==> src/rtl/alu_exec_unit_if.sv <==
// Request/response bundle between an op initiator and the ALU execution unit.
interface alu_exec_unit_if #(
   parameter int unsigned WIDTH = 2
);
   logic             req_valid;
   logic             req_ready;
   logic [WIDTH-1:0] req_a;
   logic [WIDTH-1:0] req_b;
   logic [2:0]       req_sel;
   logic             rsp_valid;
   logic             rsp_ready;
   logic [WIDTH-1:0] rsp_out;
   logic             rsp_zero;
   logic             rsp_carry;
   logic             rsp_ovf;
   logic             rsp_error;

   // Initiator side: issues ops and consumes responses
   modport master (
      output req_valid, req_a, req_b, req_sel, rsp_ready,
      input  req_ready, rsp_valid, rsp_out, rsp_zero, rsp_carry, rsp_ovf, rsp_error
   );

   // Responder side: the execution unit
   modport slave (
      input  req_valid, req_a, req_b, req_sel, rsp_ready,
      output req_ready, rsp_valid, rsp_out, rsp_zero, rsp_carry, rsp_ovf, rsp_error
   );
endinterface

==> src/rtl/alu_exec_unit.sv <==
// Registered, handshaked ALU wrapper: accept one op, compute for one cycle,
// hold the response until taken, and keep saturating op/error counters.
module alu_exec_unit #(
   parameter int unsigned WIDTH     = 2,
   parameter int unsigned CNT_WIDTH = 8
) (
   input  logic                 clk,
   input  logic                 rst_n,
   alu_exec_unit_if.slave       bus,
   output logic [CNT_WIDTH-1:0] op_count,
   output logic [CNT_WIDTH-1:0] err_count
);
   localparam int unsigned Msb = WIDTH - 1;

   typedef enum logic [1:0] {StIdle, StExec, StResp} state_e;

   state_e               state_q;
   logic [WIDTH-1:0]     a_q, b_q;
   logic [2:0]           sel_q;
   logic                 req_ready_q, rsp_valid_q;
   logic [WIDTH-1:0]     out_q;
   logic                 zero_q, carry_q, ovf_q, error_q;
   logic [CNT_WIDTH-1:0] op_cnt_q, err_cnt_q;

   logic [WIDTH:0]       sum, diff;
   logic [WIDTH-1:0]     res_d;
   logic                 zero_d, carry_d, ovf_d, error_d;

   // Result and flags from the latched operands; only sampled in EXEC
   always_comb begin
      sum     = {1'b0, a_q} + {1'b0, b_q};
      diff    = {1'b0, a_q} - {1'b0, b_q};
      res_d   = '0;
      carry_d = 1'b0;
      ovf_d   = 1'b0;
      error_d = 1'b0;
      case (sel_q)
         3'b000: begin
            res_d   = sum[WIDTH-1:0];
            carry_d = sum[WIDTH];
            ovf_d   = (a_q[Msb] == b_q[Msb]) && (sum[Msb] != a_q[Msb]);
         end
         3'b001: begin
            res_d   = diff[WIDTH-1:0];
            // Bit WIDTH of the widened difference is the unsigned borrow (a < b)
            carry_d = diff[WIDTH];
            ovf_d   = (a_q[Msb] != b_q[Msb]) && (diff[Msb] != a_q[Msb]);
         end
         3'b010:  res_d = a_q & b_q;
         3'b011:  res_d = a_q | b_q;
         default: error_d = 1'b1;
      endcase
      zero_d = !error_d && (res_d == '0);
   end

   // Control FSM with registered handshake, response and counter outputs
   always_ff @(posedge clk or negedge rst_n) begin
      if (!rst_n) begin
         state_q     <= StIdle;
         a_q         <= '0;
         b_q         <= '0;
         sel_q       <= '0;
         req_ready_q <= 1'b0;
         rsp_valid_q <= 1'b0;
         out_q       <= '0;
         zero_q      <= 1'b0;
         carry_q     <= 1'b0;
         ovf_q       <= 1'b0;
         error_q     <= 1'b0;
         op_cnt_q    <= '0;
         err_cnt_q   <= '0;
      end else begin
         case (state_q)
            StIdle: begin
               req_ready_q <= 1'b1;
               if (bus.req_valid && req_ready_q) begin
                  a_q         <= bus.req_a;
                  b_q         <= bus.req_b;
                  sel_q       <= bus.req_sel;
                  req_ready_q <= 1'b0;
                  state_q     <= StExec;
               end
            end
            StExec: begin
               out_q       <= res_d;
               zero_q      <= zero_d;
               carry_q     <= carry_d;
               ovf_q       <= ovf_d;
               error_q     <= error_d;
               rsp_valid_q <= 1'b1;
               state_q     <= StResp;
            end
            StResp: begin
               if (bus.rsp_ready) begin
                  rsp_valid_q <= 1'b0;
                  req_ready_q <= 1'b1;
                  state_q     <= StIdle;
                  if (op_cnt_q != '1) op_cnt_q <= op_cnt_q + CNT_WIDTH'(1);
                  if (error_q && (err_cnt_q != '1)) err_cnt_q <= err_cnt_q + CNT_WIDTH'(1);
               end
            end
            default: begin
               state_q     <= StIdle;
               req_ready_q <= 1'b0;
               rsp_valid_q <= 1'b0;
            end
         endcase
      end
   end

   assign bus.req_ready = req_ready_q;
   assign bus.rsp_valid = rsp_valid_q;
   assign bus.rsp_out   = out_q;
   assign bus.rsp_zero  = zero_q;
   assign bus.rsp_carry = carry_q;
   assign bus.rsp_ovf   = ovf_q;
   assign bus.rsp_error = error_q;
   assign op_count      = op_cnt_q;
   assign err_count     = err_cnt_q;
endmodule

==> src/flat_wrapper.sv <==
// flat-port wrapper written by rule: the top's interface ports become plain ports
module alu_exec_unit_flat 
#(
   parameter int unsigned WIDTH     = 2,
   parameter int unsigned CNT_WIDTH = 8
)
  (clk, rst_n, op_count, err_count, bus_req_valid, bus_req_a, bus_req_b, bus_req_sel, bus_rsp_ready, bus_req_ready, bus_rsp_valid, bus_rsp_out, bus_rsp_zero, bus_rsp_carry, bus_rsp_ovf, bus_rsp_error);
  alu_exec_unit_if #(.WIDTH(WIDTH)) bus_i ();
  input  logic clk;
  input  logic rst_n;
  output logic [CNT_WIDTH-1:0] op_count;
  output logic [CNT_WIDTH-1:0] err_count;
  input wire logic [$bits(bus_i.req_valid)-1:0] bus_req_valid;
  input wire logic [$bits(bus_i.req_a)-1:0] bus_req_a;
  input wire logic [$bits(bus_i.req_b)-1:0] bus_req_b;
  input wire logic [$bits(bus_i.req_sel)-1:0] bus_req_sel;
  input wire logic [$bits(bus_i.rsp_ready)-1:0] bus_rsp_ready;
  output wire logic [$bits(bus_i.req_ready)-1:0] bus_req_ready;
  output wire logic [$bits(bus_i.rsp_valid)-1:0] bus_rsp_valid;
  output wire logic [$bits(bus_i.rsp_out)-1:0] bus_rsp_out;
  output wire logic [$bits(bus_i.rsp_zero)-1:0] bus_rsp_zero;
  output wire logic [$bits(bus_i.rsp_carry)-1:0] bus_rsp_carry;
  output wire logic [$bits(bus_i.rsp_ovf)-1:0] bus_rsp_ovf;
  output wire logic [$bits(bus_i.rsp_error)-1:0] bus_rsp_error;
  assign bus_i.req_valid = bus_req_valid;
  assign bus_i.req_a = bus_req_a;
  assign bus_i.req_b = bus_req_b;
  assign bus_i.req_sel = bus_req_sel;
  assign bus_i.rsp_ready = bus_rsp_ready;
  assign bus_req_ready = bus_i.req_ready;
  assign bus_rsp_valid = bus_i.rsp_valid;
  assign bus_rsp_out = bus_i.rsp_out;
  assign bus_rsp_zero = bus_i.rsp_zero;
  assign bus_rsp_carry = bus_i.rsp_carry;
  assign bus_rsp_ovf = bus_i.rsp_ovf;
  assign bus_rsp_error = bus_i.rsp_error;
  alu_exec_unit #(.WIDTH(WIDTH), .CNT_WIDTH(CNT_WIDTH)) u_core (.clk(clk), .rst_n(rst_n), .bus(bus_i), .op_count(op_count), .err_count(err_count));
endmodule
==> config.mk <==
export PLATFORM = sky130hd
export DESIGN_NAME = alu_exec_unit_flat
export DESIGN_NICKNAME = d
export VERILOG_FILES = /design/src/rtl/alu_exec_unit_if.sv /design/src/rtl/alu_exec_unit.sv /design/src/flat_wrapper.sv
export SDC_FILE = /design/constraint.sdc
export NUM_CORES = 1
export LEC_CHECK = 0
export CAP_MARGIN = 5
export CORE_MARGIN = 2
export CORE_UTILIZATION = 55
export CTS_CLUSTER_SIZE = 8
export DETAILED_ROUTE_END_ITERATION = 8
export PLACE_DENSITY = 0.84
export SLEW_MARGIN = 40
export SYNTH_ARGS = -nofsm -noshare
export SYNTH_HDL_FRONTEND = slang
export SYNTH_SLANG_ARGS = --single-unit
==> constraint.sdc <==
create_clock -name clk -period 3.1 [get_ports clk]
set_input_delay 0.62 -clock clk [delete_from_list [all_inputs] [get_ports clk]]
set_output_delay 0.62 -clock clk [all_outputs]
set_load 0.01 [all_outputs]
# ---- After elaboration in Yosys (flattened, before gate mapping)
# Cells that the tools add are included.
dict set report classes {
  n_addsub 4
  n_mul 0
  div_mod_pow 0
  n_lt_le_gt_ge 0
  eq_ne 13
  shift 0
  muxes 12
  n_bitwise 4
  reduce_logical 15
}
# cell count
set ops {}
lappend ops {{8-bit by 1-bit adder with 8-bit output (second input constant)} 2}
lappend ops {{8-bit != test (second input constant)} 2}
lappend ops {{2-bit one-hot mux with 4 select lines} 1}
lappend ops {{2-bit AND reduction} 4}
lappend ops {{3-bit by 2-bit equality test with 1-bit output (second input constant)} 2}
lappend ops {{1-bit one-hot mux with 3 select lines} 2}
lappend ops {{2-bit one-hot mux with 3 select lines} 1}
lappend ops {{3-bit AND reduction} 2}
lappend ops {{1-bit logical AND} 5}
lappend ops {{2-bit zero test} 2}
lappend ops {{1-bit two-way mux} 4}
lappend ops {{2-bit two-way mux} 2}
lappend ops {{1-bit one-hot mux with 2 select lines} 2}
lappend ops {{4-bit OR reduction} 1}
lappend ops {{2-bit by 2-bit adder with 3-bit output} 1}
lappend ops {{3-bit by 1-bit equality test with 1-bit output (second input constant)} 1}
lappend ops {{3-bit zero test} 1}
lappend ops {{1-bit != test} 3}
lappend ops {{2-bit by 2-bit subtractor with 3-bit output} 1}
lappend ops {{2-bit AND} 1}
lappend ops {{2-bit by 1-bit equality test with 1-bit output (second input constant)} 1}
lappend ops {{2-bit equality test (second input constant)} 1}
lappend ops {{2-bit by 1-bit != test with 1-bit output (second input constant)} 1}
lappend ops {{2-bit != test (second input constant)} 1}
lappend ops {{other kinds (3)} 4}
dict set report word_totals {
  ff_bits 33
  latchBits 0
  mem_bits_rw 0
  rom_bits 0
  inputBits 11
  output_inout_bits 24
  elab_cells 61
  n_memories 0
}

# ---- Longest topological paths before layout
dict set report logic_depth {
  word_depth 4
  ltp_mapped 6
}

# ---- Least setup slack after synthesis
# No wires, ideal clock.
dict set report synth_timing {
  kind {reg2reg}
  startpoint {reg u_core.b_q[0]}
  endpoint {reg u_core.out_q[1] (netlist: u_core.bus.rsp_out[1])}
  setup_ns 0.121
  arrival_time_ns 1.836
  required_ns 2.979
  path_slack_ns 1.143
  path_stages_with_launch 6
  cell_sequence {dfrtp_1 > ha_1 > fa_1 > inv_1 > mux4_2 > a22o_1}
}
dict set report synth_via {
  elab_chain_len 2
  elab_cells_between_ends 3
  classes_between {add/sub (2); mux (1)}
}
# element line
set synth_lines {}
lappend synth_lines {{start, declared} alu_exec_unit.sv:18} ;# logic [WIDTH-1:0] a_q, b_q;
lappend synth_lines {{start signal, assigned} alu_exec_unit.sv:78} ;# b_q <= bus.req_b;
lappend synth_lines {{2-bit by 2-bit subtractor with 3-bit output / 2-bit by 2-bit adder with 3-bit output (equally long branches)} {alu_exec_unit.sv:32, alu_exec_unit.sv:31}}
lappend synth_lines {{2-bit one-hot mux with 4 select lines (*)} alu_exec_unit.sv:37} ;# case (sel_q)
lappend synth_lines {{end signal, assigned} alu_exec_unit.sv:85} ;# out_q <= res_d;
lappend synth_lines {{end, declared} alu_exec_unit.sv:21} ;# logic [WIDTH-1:0] out_q;
# Mark *: on every way between the ends. The rest lies on a longest branch, timed or not.
# A chain may end at the register's enable or synchronous reset.

# ---- Final worst setup path
dict set report layout_timing {
  startpoint {reg u_core.b_q[0]}
  endpoint {reg u_core.zero_q (netlist: u_core.bus.rsp_zero)}
}
dict set report layout_via {
  elab_chain_len 4
  elab_cells_between_ends 7
  classes_between {add/sub (2); mux (1); bitwise (2); reduce/logical (2)}
}
# element line
set layout_lines {}
lappend layout_lines {{2-bit by 2-bit subtractor with 3-bit output (tied with other cells)} alu_exec_unit.sv:32} ;# diff = {1'b0, a_q} - {1'b0, b_q};
lappend layout_lines {{2-bit one-hot mux with 4 select lines (*)} alu_exec_unit.sv:37}
lappend layout_lines {{2-bit zero test (*)} alu_exec_unit.sv:53} ;# zero_d = !error_d && (res_d == '0);
lappend layout_lines {{1-bit logical AND (*)} alu_exec_unit.sv:53}
lappend layout_lines {{end signal, assigned} alu_exec_unit.sv:86} ;# zero_q <= zero_d;
lappend layout_lines {{end, declared} alu_exec_unit.sv:22} ;# logic zero_q, carry_q, ovf_q, error_q;
# Marks and branches as above.

==> results.py <==
metrics = {
    "status": {
        "status": "finished clean",
    },
    "cts": {
        "cts_buffers": 5,
        "postCtsHoldBufs": 0,
        "clkLatencyLatePin_ns": 0.34,
        "cts-htree-levels": 2,
        "post_cts_buffers": 0,
        "clk_pin_slew_worst_paths_ns": 0.11,
        "root_buffer": "clkbuf_4",
        "cts_tree": "done",
        "cts_resized": 0,
        "clock_sinks": 33,
        "cts_max_path_buffers": 2,
    },
    "global_routing": {
        "grt_max_degree": 34,
        "grt_pass1_vias": 1250,
        "grt-ovfl-total": 0,
        "grt_usage_pct": 21.3,
        "antenna_found_initial": 0,
        "grt_pass1_wl_um": 5690,
    },
    "timing": {
        "finalSetupTns_ns": 0,
        "period_share_pct": 65.4,
        "maxSlewViolCount": 0,
        "fin_crit_ns": 2.03,
        "fmax_mhz": 493,
        "worst_pin_slew_ns": 0.428,
        "skew_ns": 0.0128,
        "max_slew_margin_pct": 71.5,
        "hold_viol": 0,
        "worst_hold_slack_ns": 0.503,
        "rsz0062_at_grt": "no",
        "setup_violations": 0,
    },
    "power": {
        "p_leak_nw": 0.971,
        "ir_worst_vdd_v": 0.000605,
        "pwr_density_cell_nw_per_um2": 908,
    },
    "yosys": {
        "synthCells": 151,
        "yosysWarnings": 0,
        "synth_top_area_share_pct": 46.8,
        "synth_area_leaders": "dfrtp_1, ha_1, mux2_1",
        "postSynthNetCount": 171,
        "syn_area_um2": 1760,
        "synth_area_per_cell_um2": 11.7,
        "yosysSeqAreaShare_pct": 46.8,
        "synth_enable_flop_cells": 0,
        "synth_ff_type": "dfrtp_1",
        "ys_ff_latch": 33,
        "async_flop_share_pct": 100,
        "synth_top_area_cell": "dfrtp_1",
        "synth_cell_types": 49,
    },
    "placed_design": {
        "hpwl_um": 2530,
        "port_buffers": 34,
        "dpl_cell_area_um2": 2120,
        "gp_congestion": 0.891,
    },
    "cells_and_area": {
        "finalNetCount": 208,
        "nFillCells": 224,
        "seqCellArea_um2": 826,
        "drive_gt1_share_pct": 10.1,
        "area_growth_pct": 25.3,
        "n_antenna_cell": 0,
        "final_util_pct": 72.3,
        "multi_input_area_um2": 865,
        "final_cell_mix": "clkdlybuf4s50_1, dfrtp_1, nand2_1, inv_1, ha_1",
        "fin_area_um2": 2210,
        "final_common_cell": "clkdlybuf4s50_1",
    },
    "critical_path": {
        "arrival_ns": 2.29,
        "timing.rr.end": "u_core.bus.rsp_zero",
        "path_class": "flop to flop",
        "path_max_fanout": 3,
        "endpoint_kind": "flop",
        "crit_slowest_cell": "fa_1",
        "r2r-start": "u_core.b_q[0]",
        "reg2regPathDepth": 5,
        "cp-start-kind": "flop",
        "r2r_setup_slack_ns": 1.07,
        "cpPeakStageDelay_ns": 0.57,
        "path_cells": "ha_1 -> fa_1 -> inv_1 -> mux4_2 -> o31ai_2",
        "required_ns": 3.36,
    },
    "floorplan": {
        "io_pins": 35,
        "rows": 20,
        "fp.dieArea_um2": 3670,
        "initial_core_util_pct": 57.7,
        "die_h_um": 60.6,
        "die_x_um": 60.6,
        "core_area_um2": 3050,
    },
    "hold_path": {
        "worstHoldPathCells": 1,
        "hp-start": "u_core.bus.rsp_valid",
        "hp-class": "flop to flop",
        "hold_end": "u_core.bus.rsp_valid",
    },
    "route": {
        "drt-initial-drc-count": 90,
        "ant_nets": 0,
        "via_per_inst": 5.50,
        "wl_per_cell_um": 14.5,
        "drc_errors": 0,
        "dr_total_vias": 1281,
        "first_pass_iters": 4,
        "totalWireLength_um": 3380,
    },
    "job": {
        "max_cap_violations": 0,
    },
}
-- state kept, by name (all words and copies together), names as in the netlist --
| register | flops |
|---|---|
| u_core.err_count | 8 |
| u_core.op_count | 8 |
| u_core.sel_q | 3 |
| u_core.a_q | 2 |
| u_core.b_q | 2 |
| u_core.bus.rsp_out | 2 |
| u_core.state_q | 2 |
| u_core.bus.req_ready | 1 |
| u_core.bus.rsp_carry | 1 |
| u_core.bus.rsp_error | 1 |
| u_core.bus.rsp_ovf | 1 |
| u_core.bus.rsp_valid | 1 |
| u_core.bus.rsp_zero | 1 |
-- critical path, delay by kind of cell (launching register included) --
| kind | cells | cell delay (ns) |
|---|---|---|
| adders and majority gates | 2 | 0.80 |
| DFF | 1 | 0.42 |
| muxes | 1 | 0.48 |
| AOI/OAI and AO/OA | 1 | 0.21 |
| buffers and inverters | 1 | 0.05 |
-- worst max-delay path by stage --
stage | from | end | slack, ns | cells after the start
5_1_grt | u_core.a_q[0] | u_core.bus.rsp_out[1] | 0.97 | 6
3_5_place_dp | bus_rsp_ready | u_core.err_count[6] | 0.95 | 4
2_1_floorplan | u_core.b_q[0] | u_core.bus.rsp_out[1] | 1.14 | 5
6_report | u_core.b_q[0] | u_core.bus.rsp_zero | 1.07 | 5
4_1_cts | u_core.b_q[0] | u_core.bus.rsp_zero | 1.05 | 5
3_3_place_gp | bus_rsp_ready | u_core.err_count[6] | 0.99 | 4
-- per-stage QoR --
step / total power [mW] / setup WS [ns] / cells
floorplan: 1.36 / 1.14 / 151
detailed placement: 1.68 / 0.952 / 225
global route: 2.16 / 0.966 / 233
finish: 2.00 / 1.07 / 233
CTS: 2.02 / 1.05 / 233
global placement: 1.61 / 0.992 / 225
-- synthesized netlist by cell type, types with 2 or more instances --
| master | instances |
|---|---|
| a211oi_1 | 4 |
| a21o_1 | 2 |
| a21oi_1 | 3 |
| a31oi_1 | 2 |
| and3_1 | 2 |
| and4_1 | 3 |
| buf_4 | 2 |
| buf_6 | 2 |
| dfrtp_1 | 33 |
| fa_1 | 2 |
| ha_1 | 7 |
| inv_1 | 8 |
| mux2_1 | 5 |
| mux2_4 | 2 |
| mux2i_1 | 3 |
| nand2_1 | 13 |
| nand2b_1 | 4 |
| nand3_1 | 4 |
| nor2_1 | 4 |
| nor2b_1 | 2 |
| nor3_1 | 2 |
| o21a_1 | 2 |
| o21ai_0 | 3 |
| o21ai_1 | 4 |
| o41ai_1 | 2 |
| xnor2_1 | 3 |
| xor2_1 | 6 |
-- cell type report --
| class | count | share of cell area (%) |
|---|---|---|
| inverters | 8 | 1.36 |
| repair buffers | 35 | 15.8 |
| multi-input cells | 105 | 39.2 |
| well taps | 44 | 2.49 |
| clock inverters | 1 | 1.36 |
| clock buffers | 7 | 2.49 |
| flip-flops and latches | 33 | 37.4 |
-- where the power goes --
| group | total, mW | internal [mW] | switching, mW |
|---|---|---|---|
| logic | 0.872 | 0.490 | 0.383 |
| clock network | 0.337 | 0.193 | 0.145 |
| registers | 0.795 | 0.581 | 0.214 |
| total | 2.00 | 1.26 | 0.741 |
-- layer usage --
metal	vias to the layer above	share of wire, %	GRT usage (%)	routed length (um)
li1	625	-	-	-
met1	618	46	26.7	1550
met2	30	49	34.9	1650
met3	8	3.8	4.90	128
met4	0	1.7	10.2	56
met5	-	0	0	0
-- cell families (layout without fill, tap and decap cells) --
group | Yosys count | count (layout) | synth area share [%]
AO/OA/AOI/OAI | 30 | 30 | 12.4
flip-flops | 33 | 33 | 46.8
XOR/XNOR | 9 | 9 | 4.47
buffers and inverters | 13 | 51 | 4.12
AND/OR/NAND/NOR | 45 | 45 | 16.4
multiplexers | 12 | 12 | 8.52
adder cells (fa/ha/maj) | 9 | 9 | 7.24
Power figures use the tool's default switching activity.
